$ cat src/rtl/mips_prog_loader.sv
// mips_prog_loader
// Boot-time program loader for the pipe_MIPS32 unified memory.
// Consumes a word stream (start address, word count, payload words), writes
// the payload through a single registered write port, and releases the core
// (core_run) only once the whole image has been committed.
// Build option: define CHECKSUM_EN to require a trailing XOR checksum word
// after the payload. Without it, the load completes on the last data word.
module mips_prog_loader #(
  parameter int ADDR_W    = 10,
  parameter int DATA_W    = 32,
  parameter int MEM_DEPTH = 1024
) (
  input  logic              clk1,
  input  logic              rst_n,
  input  logic              start,
  input  logic              s_valid,
  input  logic [DATA_W-1:0] s_data,
  output logic              s_ready,
  output logic              mem_we,
  output logic [ADDR_W-1:0] mem_addr,
  output logic [DATA_W-1:0] mem_wdata,
  output logic              busy,
  output logic              core_run,
  output logic              err
);

`ifdef CHECKSUM_EN
  typedef enum logic [2:0] {IDLE, HADDR, HLEN, DATA, CHK, DONE, ERR} state_t;
`else
  typedef enum logic [2:0] {IDLE, HADDR, HLEN, DATA, DONE, ERR} state_t;
`endif

  // One past the last legal word address, in the widened header-check width.
  localparam logic [ADDR_W+1:0] DEPTH_END = (ADDR_W+2)'(MEM_DEPTH);
  localparam logic [ADDR_W:0]   REM_ONE   = (ADDR_W+1)'(1);
  localparam logic [ADDR_W-1:0] PTR_ONE   = ADDR_W'(1);

  state_t            state;
  logic [ADDR_W-1:0] ptr;        // next write address (base + index)
  logic [ADDR_W:0]   remaining;  // data words still expected
`ifdef CHECKSUM_EN
  logic [DATA_W-1:0] csum;       // running XOR of accepted data words
`endif

  logic              xfer;
  logic [ADDR_W:0]   hdr_len;
  logic [ADDR_W+1:0] hdr_end;
  logic              hdr_overflow;
  logic              last_word;

  // Handshake and header decode; ptr holds the base while in HLEN.
  always_comb begin
    xfer         = s_valid && s_ready;
    hdr_len      = s_data[ADDR_W:0];
    hdr_end      = {2'b00, ptr} + {1'b0, hdr_len};
    hdr_overflow = (hdr_end > DEPTH_END);
    last_word    = (remaining == REM_ONE);
  end

  // Loader FSM with registered stream, memory and status outputs.
  always_ff @(posedge clk1 or negedge rst_n) begin
    if (!rst_n) begin
      state     <= IDLE;
      ptr       <= '0;
      remaining <= '0;
`ifdef CHECKSUM_EN
      csum      <= '0;
`endif
      s_ready   <= 1'b0;
      mem_we    <= 1'b0;
      mem_addr  <= '0;
      mem_wdata <= '0;
      busy      <= 1'b0;
      core_run  <= 1'b0;
      err       <= 1'b0;
    end else begin
      // Write enable is a single-cycle pulse per accepted data word.
      mem_we <= 1'b0;
      case (state)
        IDLE: begin
          if (start) begin
            state    <= HADDR;
            s_ready  <= 1'b1;
            busy     <= 1'b1;
            core_run <= 1'b0;
            err      <= 1'b0;
`ifdef CHECKSUM_EN
            csum     <= '0;
`endif
          end
        end

        HADDR: begin
          if (xfer) begin
            ptr   <= s_data[ADDR_W-1:0];
            state <= HLEN;
          end
        end

        HLEN: begin
          if (xfer) begin
            remaining <= hdr_len;
            if (hdr_len == '0) begin
`ifdef CHECKSUM_EN
              // Empty image still carries a checksum word (expected 0).
              state <= CHK;
`else
              state   <= DONE;
              s_ready <= 1'b0;
              busy    <= 1'b0;
`endif
            end else if (hdr_overflow) begin
              // Image would run past the end of memory: reject before any write.
              state   <= ERR;
              s_ready <= 1'b0;
              busy    <= 1'b0;
              err     <= 1'b1;
            end else begin
              state <= DATA;
            end
          end
        end

        DATA: begin
          if (xfer) begin
            mem_we    <= 1'b1;
            mem_addr  <= ptr;
            mem_wdata <= s_data;
            ptr       <= ptr + PTR_ONE;
            remaining <= remaining - REM_ONE;
`ifdef CHECKSUM_EN
            csum      <= csum ^ s_data;
`endif
            if (last_word) begin
`ifdef CHECKSUM_EN
              state <= CHK;
`else
              state   <= DONE;
              s_ready <= 1'b0;
              busy    <= 1'b0;
`endif
            end
          end
        end

`ifdef CHECKSUM_EN
        CHK: begin
          if (xfer) begin
            s_ready <= 1'b0;
            busy    <= 1'b0;
            if (s_data == csum) begin
              state <= DONE;
            end else begin
              state <= ERR;
              err   <= 1'b1;
            end
          end
        end
`endif

        DONE: begin
          // core_run rises one edge after entry, i.e. after the final write
          // pulse has been presented to memory.
          if (start) begin
            state    <= HADDR;
            s_ready  <= 1'b1;
            busy     <= 1'b1;
            core_run <= 1'b0;
            err      <= 1'b0;
`ifdef CHECKSUM_EN
            csum     <= '0;
`endif
          end else begin
            core_run <= 1'b1;
          end
        end

        ERR: begin
          if (start) begin
            state    <= HADDR;
            s_ready  <= 1'b1;
            busy     <= 1'b1;
            core_run <= 1'b0;
            err      <= 1'b0;
`ifdef CHECKSUM_EN
            csum     <= '0;
`endif
          end
        end

        default: begin
          state    <= IDLE;
          s_ready  <= 1'b0;
          busy     <= 1'b0;
          core_run <= 1'b0;
          err      <= 1'b0;
        end
      endcase
    end
  end

endmodule

$ cat config.mk
export PLATFORM = sky130hd
export DESIGN_NAME = mips_prog_loader
export DESIGN_NICKNAME = d
export VERILOG_FILES = /design/src/rtl/mips_prog_loader.sv
export SDC_FILE = /design/constraint.sdc
export NUM_CORES = 1
export LEC_CHECK = 0
export ABC_AREA = 1
export BUFFER_PORTS_ARGS = -buffer_cell sky130_fd_sc_hd__buf_4
export CORE_MARGIN = 2
export CORE_UTILIZATION = 45
export CTS_BUF_LIST = sky130_fd_sc_hd__clkbuf_16
export DETAILED_ROUTE_END_ITERATION = 10
export HOLD_SLACK_MARGIN = 0.15
export PLACE_DENSITY = 0.69
export SYNTH_ARGS = -nofsm -noshare
export SYNTH_HDL_FRONTEND = slang
export SYNTH_SLANG_ARGS = --single-unit
$ cat constraint.sdc
create_clock -name clk1 -period 2.03 [get_ports clk1]
set_clock_uncertainty 0.2 [all_clocks]
set_input_delay 0.1015 -clock clk1 [delete_from_list [all_inputs] [get_ports clk1]]
set_output_delay 0.1015 -clock clk1 [all_outputs]
set_load 0.1 [all_outputs]
Word level (Yosys, flattened, before mapping):

Cells that the tools add are included.
W data, S select, Z words.

* output and inout port bits: 47
* register bits after elaboration: 70

* order comparisons: 1
* bitwise logic cells: 3
* multiplexer cells: 30
* add/subtract/negate cells: 3
* reduce and logical (&&, ||, !) cells: 16
* equal/unequal tests: 15

Operators by type and width (number)
* $mux W11: 2
* $pmux W11 S2: 1
* $mux W3: 7
* $mux W10: 2
* $pmux W10 S2: 1
* $mux W1: 13
* $add A10 B11 Y12: 1
* $gt A12 B11 Y1 const B: 1
* $ne A2 B2 Y1 const B: 6
* $pmux W3 S4: 1
* $eq A11 B1 Y1 const B: 1
* $logic_not A11 Y1: 1
* $sub A11 B1 Y11 const B: 1
* $add A10 B1 Y10 const B: 1
* $reduce_and A5 Y1: 2
* $eq A3 B2 Y1 const B: 2
* $eq A3 B3 Y1 const B: 2
* $pmux W1 S3: 2
* $reduce_and A3 Y1: 2
* $reduce_and A6 Y1: 1
* $reduce_or A3 Y1: 2
* $ne A2 B1 Y1 const B: 2
* $pmux W1 S4: 1
* $reduce_and A2 Y1: 2
* 7 further kinds: 11

Depth between registers and ports, before layout:

Gate-level depths: netlist of the first run.

* depth in word-level cells: 6
* depth in mapped cells: 18

Least setup slack after synthesis of the first run:

OpenSTA, ideal clock, no wires.

* path kind: flip-flop to flip-flop
* start point: reg busy (netlist name)
* end point: reg ptr[6]
* slack: -0.384 ns
* buffers on the path: 0
* data required time: 1.703 ns
* period minus slack after synthesis: 2.414 ns
* stages on the path, launching flop included: 8
* data arrival time: 2.087 ns
* library setup time: 0.127 ns
* path through: dfrtp_1 > nand2_1 > nor2_1 > inv_1 > a21oi_1 > o21ai_0 > nor2_1 > a21oi_1

RTL lines
* end signal: assignment: RTL line 95 `ptr <= s_data[ADDR_W-1:0];`
* end signal: assignment: RTL line 129 `ptr <= ptr + PTR_ONE;`
* end: declaration: RTL line 39 `logic [ADDR_W-1:0] ptr;`

Worst setup path in the final report of the first run:

* start point: reg ptr[0]
* end point: reg state[1]

* longest elaborated chain between the ends: 6

Ends and longest elaborated chain
* $add A10 B11 Y12: RTL line 55 `hdr_end = {2'b00, ptr} + {1'b0, hdr_len};`
* $gt A12 B11 Y1: RTL line 56 `hdr_overflow = (hdr_end > DEPTH_END);`
* $mux W3: RTL line 112 `end else if (hdr_overflow) begin`
* $mux W3: RTL line 103 `if (hdr_len == '0) begin`
* $mux W3: RTL line 101 `if (xfer) begin`
* $pmux W3 S4: RTL line 79 `case (state)`
* end signal: assignment: RTL line 82 `state <= HADDR;`
* end signal: assignment: RTL line 108 `state <= DONE;`
* end signal: assignment: RTL line 114 `state <= ERR;`
* end: declaration: RTL line 38 `state_t state;`

No other way between the ends. The select of a mux whose other input is x is not followed.
A chain may end at the register's enable or synchronous reset.

==> results of run 1 <==
-- per-layer routing --
metal	track usage	part of all wire	vias to the layer above
met5	0	0	-
met4	0.0801	0.021	0
met3	0.0458	0.059	23
met2	0.389	0.46	137
met1	0.332	0.46	1882
li1	-	-	2033
-- layout by cell type, fill, tap and decap left out, types with 3 or more instances in the layout --
cell / n
dlygate4sd3_1: 36
nor2_1: 39
o21ai_1: 13
buf_4: 123
clkbuf_16: 9
a21boi_0: 3
a21oi_1: 17
ha_2: 3
nand2_1: 191
o31ai_1: 3
ha_1: 10
nand2_2: 6
nor2_2: 5
dfrtp_1: 69
xnor2_1: 4
inv_2: 7
nand3_1: 24
a31oi_1: 10
nand4_1: 5
inv_1: 63
o21ai_0: 21
-- timing repair --
| action | CTS | global route |
|---|---|---|
| resized for setup | 0 | 15 |
| hold buffers | 36 | 0 |
| pin swaps | 4 | 2 |
| setup endpoints to repair | 4 | 18 |
| setup buffers | 1 | 0 |
| endpoints found under the hold margin | 125 | 0 |
-- tightest hold or removal path: stages --
cell and delay, ns:
buf_4 0.11, nand2_1 0.10, nor2_2 0.07, buf_4 0.17
nor2_1 0.09, a31oi_1 0.04
-- metrics by stage --
| stage | instances | setup WS [ns] | hold slack (ns) | util |
|---|---|---|---|---|
| 5_1_grt | 809 | -0.526 | 0.219 | 0.662 |
| 3_3_place_gp | 756 | -0.227 | -0.0997 | 0.579 |
| 4_1_cts | 809 | -0.310 | 0.187 | 0.657 |
| 3_5_place_dp | 756 | -0.306 | -0.0932 | 0.579 |
| 2_1_floorplan | 538 | -0.161 | -0.394 | - |
| 6_report | 809 | -0.269 | 0.186 | 0.662 |
-- state kept, by name, indices dropped and copies added, names as in the netlist, 3 cells and up --
name,flops
mem_wdata,32
remaining,11
mem_addr,10
ptr,10
state,3
-- kinds of logic (layout without fill, tap and decap cells) --
group | Yosys count | in the layout | synth area share
fa+ha+maj | 14 | 14 | 0.0458
simple gates | 285 | 285 | 0.300
compound gates | 78 | 78 | 0.114
flops | 70 | 70 | 0.439
xor+xnor | 6 | 6 | 0.0132
buf+inv | 85 | 248 | 0.0879
-- layout make-up --
class / count / area (um2) / area share
Clock inverter: 7 / 82.6 / 0.0144
Multi-Input combinational cell: 383 / 1930 / 0.337
Clock buffer: 9 / 225 / 0.0394
Timing Repair Buffer: 161 / 1320 / 0.232
Tap cell: 108 / 135 / 0.0236
Sequential cell: 70 / 1750 / 0.307
Inverter: 71 / 269 / 0.0471
-- Yosys cell counts --
library cell    n
inv_1          65
ha_1           13
o21ai_0        23
dfrtp_1        70
nor2_4          1
nor2_2          2
nand4_1         5
xor2_1          2
a31oi_1        10
o21bai_1        1
o211ai_1        1
buf_4           2
fa_1            1
a22o_1          1
nor4_1          2
nand2_1       192
o21ai_2         1
nor3_1          4
o2bb2ai_2       1
xnor2_1         4
o22ai_1         2
a21boi_0        3
o31ai_1         3
nand3_1        25
nor2_1         43
nand3_2         1
inv_2           6
nand3b_1        1
or2_2           2
clkbuf_1        2
nor2_8          2
a21oi_1        17
buf_1           1
o21a_1          2
buf_6           2
buf_2           7
o21ai_1        11
nand2_2         5
a22oi_1         2
-- worst min path at each step --
| stage | start | to | slack [ns] | cells after the start |
|---|---|---|---|---|
| floorplan | rst_n | busy | -0.39 | 0 |
| global placement | rst_n | mem_we | -0.1 | 1 |
| detailed placement | rst_n | mem_wdata[12] | -0.09 | 1 |
| CTS | s_valid | ptr[8] | 0.19 | 6 |
| global route | s_valid | ptr[4] | 0.22 | 5 |
| finish | s_valid | ptr[8] | 0.19 | 6 |
==> impl_metrics.py, run 1 <==
metrics = {
    "cells_and_area": {
        "syn2layout_area_growth_pct": 43.4,
        "nets": 746,
        "drive_gt1_frac": 0.252,
        "postLayoutCellArea_mm2": 0.00572,
        "fill_cells": 707,
        "diodes": 0,
    },
    "worst_setup_path": {
        "path_class": "reg -> reg",
        "path_depth": 15,
        "cp.required_ns": 2.09,
        "path_cells": "ha_2 -> inv_2 -> fa_2 -> nand2_1 -> nor2_1 -> nand3_1 -> nor2_1 -> nand3_1 -> nor2_1 -> nand2_1 -> nand2_2 -> nand3_2 -> nand2_1 -> nand2_1 -> o21ai_2",
        "arrival_ns": 2.36,
        "cp-endpoint": "state[1]",
        "timing.rr.start": "ptr[0]",
        "crit_family": "simple AND/OR/NAND/NOR gates",
        "crit_top_cell": "nand2_1",
        "ff2ff_setup_slack_ns": -0.27,
        "setup.worst_path.start_class": "flop",
        "cp_slowest_cell": "fa_2",
        "reg2reg_depth": 15,
        "rr_endpoint": "state[1]",
        "crit_start": "ptr[0]",
        "path_buf_inv": 1,
        "cpPeakStageDelay_ns": 0.50,
        "endpoint_kind": "flop",
        "worst-path-max-fanout": 3,
    },
    "job": {
        "maxCapViolations": 0,
    },
    "timing": {
        "fmax_mhz": 435,
        "slew_headroom": 0.666,
        "fin_tns_setup_ns": -1.02,
        "min_period_over_period": 1.13,
        "finalHoldViolations": 0,
        "setup_ws_ns": -0.269,
        "grt_setup_unrepaired": "true",
        "drv_slew": 0,
        "max_slew.worst_pin.slew_ns": 0.501,
        "min_period_ns": 2.30,
        "finalSetupViolations": 4,
    },
    "clock_network": {
        "root_buffer": "clkbuf_16",
        "cts-htree-levels": 3,
        "numCtsBuffers": 9,
        "tritoncts": "yes",
        "clock-sinks": 70,
        "max-clock-path-buffers": 2,
        "clkTransAtPathRegs_ns": 0.06,
        "worstSkewPairLatency_ns": 0.33,
    },
    "detailed_routing": {
        "remaining_drc_errors": 0,
        "wl_per_cell_um": 14.1,
        "first_pass_iters": 5,
        "drtIter0Drc": 244,
        "routed_via_density": 5.04,
        "ant_nets": 0,
        "routed_wl_um": 11400,
        "vias": 4075,
    },
    "hold_path": {
        "worstHoldPathType": "in -> reg",
    },
    "placement": {
        "hpwl_um": 8160,
        "placed_area_mm2": 0.00500,
        "numPortBuffers": 82,
        "place.gp.congestion": 0.918,
    },
    "synthesis": {
        "syn_area_mm2": 0.00399,
        "synthCells": 538,
        "synth_top_area_frac": 0.439,
        "netlist_top_cells_area": "dfrtp_1 44%, nand2_1 18%, inv_1 6.1%",
        "synth.largest_area_cell": "dfrtp_1",
        "yosys.cell_types.count": 39,
        "synth_warnings": 0,
        "ys_seq_area_frac": 0.439,
        "syn_avg_cell_area_um2": 7.41,
        "synth_seq_cells": 70,
        "synth_fp_nets": 588,
    },
    "floorplanning": {
        "row_count": 34,
        "ios": 83,
        "die_area_mm2": 0.00963,
        "core_area_mm2": 0.00864,
        "die_h_um": 98.1,
        "dieWidth_um": 98.1,
        "start_util": 0.462,
    },
    "outcome": {
        "violations": "negative setup slack",
        "outcome": "finished, violations left",
    },
    "global_route": {
        "grt_pass1_wl_um": 18900,
        "first_global_vias": 4022,
        "grt-ovfl-total": 0,
        "track_usage": 0.242,
        "antenna_found_initial": 0,
        "grt_max_degree": 51,
    },
}
Power of run 1 is left out: the tool's default activity adds up to more than one toggle a clock period on the data nets, which glitch-free logic cannot reach.
==> inputs of run 2 (changes only) <==
Settings changed: CTS_BUF_LIST sky130_fd_sc_hd__clkbuf_16 to default, PLACE_DENSITY 0.69 to 0.67.
Clock period 2.03 ns to 2.2 ns, I/O delays scaled along.
==> run 2 against run 1 <==
Net effect: the run still ends with negative setup slack left; count of clock-buffer cells in the layout is the same; final area shrank 4.4%; critical path type unchanged; wire length shrank 5.3%; cell count shrank 2.0%.
==> impl_metrics.py, run 2 (same netlist as run 1, synthesis figures left out) <==
metrics = {
    "clock_network": {
        "clock-sinks": 70,
        "tritoncts": "yes",
        "clkTransAtPathRegs_ns": 0.09,
        "cts-htree-levels": 3,
        "max-clock-path-buffers": 2,
        "numCtsBuffers": 9,
        "worstSkewPairLatency_ns": 0.37,
        "root_buffer": "clkbuf_8",
    },
    "cells_and_area": {
        "nets": 730,
        "layout_commonest_cell": "nand2_1",
        "diodes": 0,
        "layout_common_cells": "192 x nand2_1, 109 x buf_4, 69 x dfrtp_1",
        "reg.largest.list": "mem_wdata: 32 flops, remaining: 11 flops",
        "largest_reg_flops": 32,
        "drive_gt1_frac": 0.220,
        "final_cells": 793,
        "largest-register": "mem_wdata",
        "syn2layout_area_growth_pct": 37.0,
        "final_core_util": 0.632,
    },
    "floorplanning": {
        "start_util": 0.462,
        "die_area_mm2": 0.00963,
        "row_count": 34,
        "core_area_mm2": 0.00864,
        "die_h_um": 98.1,
        "dieWidth_um": 98.1,
        "ios": 83,
    },
    "worst_setup_path": {
        "crit_start": "ptr[0]",
        "path_class": "reg -> reg",
        "rr_endpoint": "state[1]",
        "arrival_ns": 2.46,
        "cp-endpoint": "state[1]",
        "ff2ff_setup_slack_ns": -0.16,
        "worst-path-max-fanout": 3,
        "endpoint_kind": "flop",
        "setup.worst_path.start_class": "flop",
        "cp.required_ns": 2.30,
        "reg2reg_depth": 15,
        "timing.rr.start": "ptr[0]",
    },
    "global_route": {
        "antenna_found_initial": 0,
        "use_met3": 0.0429,
        "met1_usage": 0.327,
        "grt_max_degree": 59,
        "grt-ovfl-total": 0,
        "busiest_layer": "met2",
        "first_global_vias": 3824,
        "grtUsageMet2": 0.374,
        "track_usage": 0.235,
        "grt_pass1_wl_um": 18400,
    },
    "outcome": {
        "outcome": "finished, violations left",
        "violations": "negative setup slack",
    },
    "timing": {
        "whs_ns": 0.266,
        "fmax_mhz": 423,
        "finalHoldViolations": 0,
        "min_period_ns": 2.36,
        "finalSetupViolations": 4,
        "setup_ws_ns": -0.164,
        "max_slew.worst_pin.slew_ns": 0.526,
        "min_period_over_period": 1.07,
        "slew_headroom": 0.650,
        "grt_setup_unrepaired": "true",
        "drv_slew": 0,
    },
    "placement": {
        "hpwl_um": 7600,
        "dp.cells": 738,
        "numPortBuffers": 82,
        "place.gp.congestion": 0.862,
    },
    "detailed_routing": {
        "vias": 3994,
        "first_pass_iters": 5,
        "wl_per_cell_um": 13.7,
        "drtIter0Drc": 210,
        "remaining_drc_errors": 0,
        "ant_nets": 0,
        "routed_via_density": 5.04,
        "routed_wl_um": 10800,
    },
    "job": {
        "maxCapViolations": 0,
    },
    "hold_path": {
        "worstHoldPathType": "in -> reg",
    },
}
run 2: worst min-delay path by stage:
stage | startpoint | endpoint | slack, ns | depth (start not counted)
floorplan | rst_n | busy | -0.39 | 0
global placement | rst_n | mem_wdata[11] | -0.09 | 1
detailed placement | rst_n | mem_wdata[11] | -0.09 | 1
CTS | s_valid | mem_we | 0.27 | 4
global route | s_valid | mem_we | 0.29 | 4
finish | s_valid | mem_we | 0.27 | 4
run 2: final cells by class:
cell class	count	area (um2)
flip-flops and latches	70	1750
multi-input cells	383	1900
inverters	71	269
well taps	108	135
repair buffers	145	1180
clock buffers	9	124
clock inverters	7	105
fillers	723	3170
run 2: through the flow:
stage	setup TNS [ns]	setup WS, ns	area [um2]
detailed placement	-0.554	-0.145	4840
global placement	-0.230	-0.0627	4840
CTS	-0.538	-0.143	5450
global route	-1.42	-0.381	5460
finish	-0.623	-0.164	5460
floorplan	0	0.00521	3990
run 2: what timing repair did:
item,CTS,global route
setup endpoints to repair,5,7
pin swaps,2,0
gates resized for setup,2,4
hold buffers,36,0
endpoints found under the hold margin,129,0
buffers inserted,2,1
run 2: layer usage:
| metal | part of all wire | up-vias | wire [um] |
|---|---|---|---|
| met5 | 0 | - | 0 |
| met4 | 0.015 | 0 | 164 |
| met3 | 0.059 | 13 | 644 |
| met2 | 0.45 | 140 | 4860 |
| met1 | 0.48 | 1836 | 5150 |
| li1 | - | 2005 | - |
run 2: worst max-delay path, stage by stage (launching register included):
cell	delay, ns
dfrtp_1	0.37
ha_2	0.20
inv_2	0.04
fa_2	0.52
nand2_1	0.05
nor2_1	0.09
nand3_1	0.08
nor2_1	0.11
nand3_1	0.09
nor2_1	0.09
nand2_1	0.08
nand2_2	0.11
nand3_2	0.09
nand2_1	0.07
nand2_1	0.06
o21ai_2	0.06
Power of run 2 is left out for the same reason.
==> inputs of run 3 (changes only) <==
Settings changed: SKIP_CTS_REPAIR_TIMING from default to 1, TNS_END_PERCENT from default to 20.
==> run 3 against run 2 <==
Net effect: the flow still finishes with violations (negative setup slack); global-route usage down 1.8 points; critical endpoint unchanged; die area unchanged; highest routed layer unchanged; utilization decreased by 0.20 points; first-iteration DRC count is 0.48% lower; setup slack got worse by 0.053 ns; critical path depth did not move; count of clock-buffer cells in the layout is the same.
==> impl_metrics.py, run 3 (same netlist as run 1, synthesis figures left out) <==
metrics = {
    "timing": {
        "slew_headroom": 0.648,
        "min_period_over_period": 1.10,
        "fin_tns_setup_ns": -0.786,
        "setup_ws_ns": -0.217,
        "grt_setup_unrepaired": "true",
        "whs_ns": 0.136,
        "fmax_mhz": 414,
        "finalHoldViolations": 0,
        "finalSetupViolations": 4,
        "drv_slew": 0,
        "min_period_ns": 2.42,
        "max_slew.worst_pin.slew_ns": 0.528,
    },
    "placement": {
        "placed_area_mm2": 0.00484,
        "place.gp.congestion": 0.862,
        "hpwl_um": 7600,
        "dp_slack_ns": -0.145,
        "numPortBuffers": 82,
    },
    "cells_and_area": {
        "nets": 728,
        "drive_gt1_frac": 0.218,
        "largest-register": "mem_wdata",
        "diodes": 0,
        "layout_commonest_cell": "nand2_1",
        "postLayoutCellArea_mm2": 0.00544,
        "layout_common_cells": "192 x nand2_1, 107 x buf_4, 69 x dfrtp_1",
        "syn2layout_area_growth_pct": 36.6,
        "largest_reg_flops": 32,
        "reg.largest.list": "mem_wdata: 32 flops, remaining: 11 flops",
    },
    "worst_setup_path": {
        "worst-path-max-fanout": 3,
        "arrival_ns": 2.51,
        "endpoint_kind": "flop",
        "cp.required_ns": 2.30,
        "path_class": "reg -> reg",
        "setup.worst_path.start_class": "flop",
    },
    "floorplanning": {
        "die_h_um": 98.1,
        "ios": 83,
        "start_util": 0.462,
        "row_count": 34,
        "dieWidth_um": 98.1,
        "core_area_mm2": 0.00864,
        "die_area_mm2": 0.00963,
    },
    "clock_network": {
        "root_buffer": "clkbuf_8",
        "tritoncts": "yes",
        "clkTransAtPathRegs_ns": 0.08,
        "worstSkewPairLatency_ns": 0.36,
        "max-clock-path-buffers": 2,
        "cts-htree-levels": 3,
        "numCtsBuffers": 9,
        "clock-sinks": 70,
    },
    "detailed_routing": {
        "routed_via_density": 5.01,
        "ant_nets": 0,
        "wl_per_cell_um": 13.6,
        "remaining_drc_errors": 0,
        "first_pass_iters": 5,
        "routed_wl_um": 10700,
        "vias": 3965,
        "drtIter0Drc": 209,
    },
    "outcome": {
        "violations": "negative setup slack",
        "outcome": "finished, violations left",
    },
    "hold_path": {
        "worstHoldPathType": "in -> reg",
    },
    "global_route": {
        "antenna_found_initial": 0,
        "grt-ovfl-total": 0,
        "track_usage": 0.217,
        "first_global_vias": 3595,
        "grt_pass1_wl_um": 17100,
        "grt_max_degree": 59,
    },
    "job": {
        "maxCapViolations": 0,
    },
}
[run 3: final cells by class]
cell class,count,area [um2]
clock inverters,7,105
inverters,71,269
flip-flops and latches,70,1750
multi-input cells,383,1890
repair buffers,143,1160
clock buffers,9,124
well taps,108,135
fillers,725,3190
[run 3: worst paths after layout]
path,from,to,slack [ns],cells past startpoint
hold reg to reg,mem_wdata[27],mem_wdata[27],0.28,2
max in group asynchronous,rst_n,mem_wdata[20],0.53,4
hold / removal,s_data[9],state[0],0.14,7
min in group asynchronous,rst_n,mem_wdata[11],0.61,3
setup reg to reg,ptr[0],state[1],-0.22,15
setup / recovery,ptr[0],state[1],-0.22,15
[run 3: per-stage QoR]
step	instances	util
after floorplan	538	-
after global placement	738	0.560
after detailed placement	738	0.560
after CTS	754	0.587
after global routing	791	0.630
final	791	0.630
[run 3: worst max-delay path: stages, from the launching register on]
cell     delay (ns)
dfrtp_1        0.39
ha_2           0.20
inv_2          0.04
fa_2           0.51
nand2_1        0.05
nor2_1         0.10
nand3_1        0.08
nor2_1         0.10
nand3_1        0.09
nor2_1         0.10
nand2_1        0.08
nand2_2        0.11
nand3_2        0.10
nand2_1        0.08
nand2_1        0.06
o21ai_2        0.06
[run 3: per-layer routing]
| metal | track usage | vias to the layer above | wire length [um] |
|---|---|---|---|
| met1 | 0.309 | 1813 | 5120 |
| met2 | 0.340 | 145 | 4880 |
| met5 | 0 | - | 0 |
| met4 | 0.0588 | 0 | 104 |
| met3 | 0.0451 | 11 | 637 |
| li1 | - | 1996 | - |
Power of run 3 is left out for the same reason.
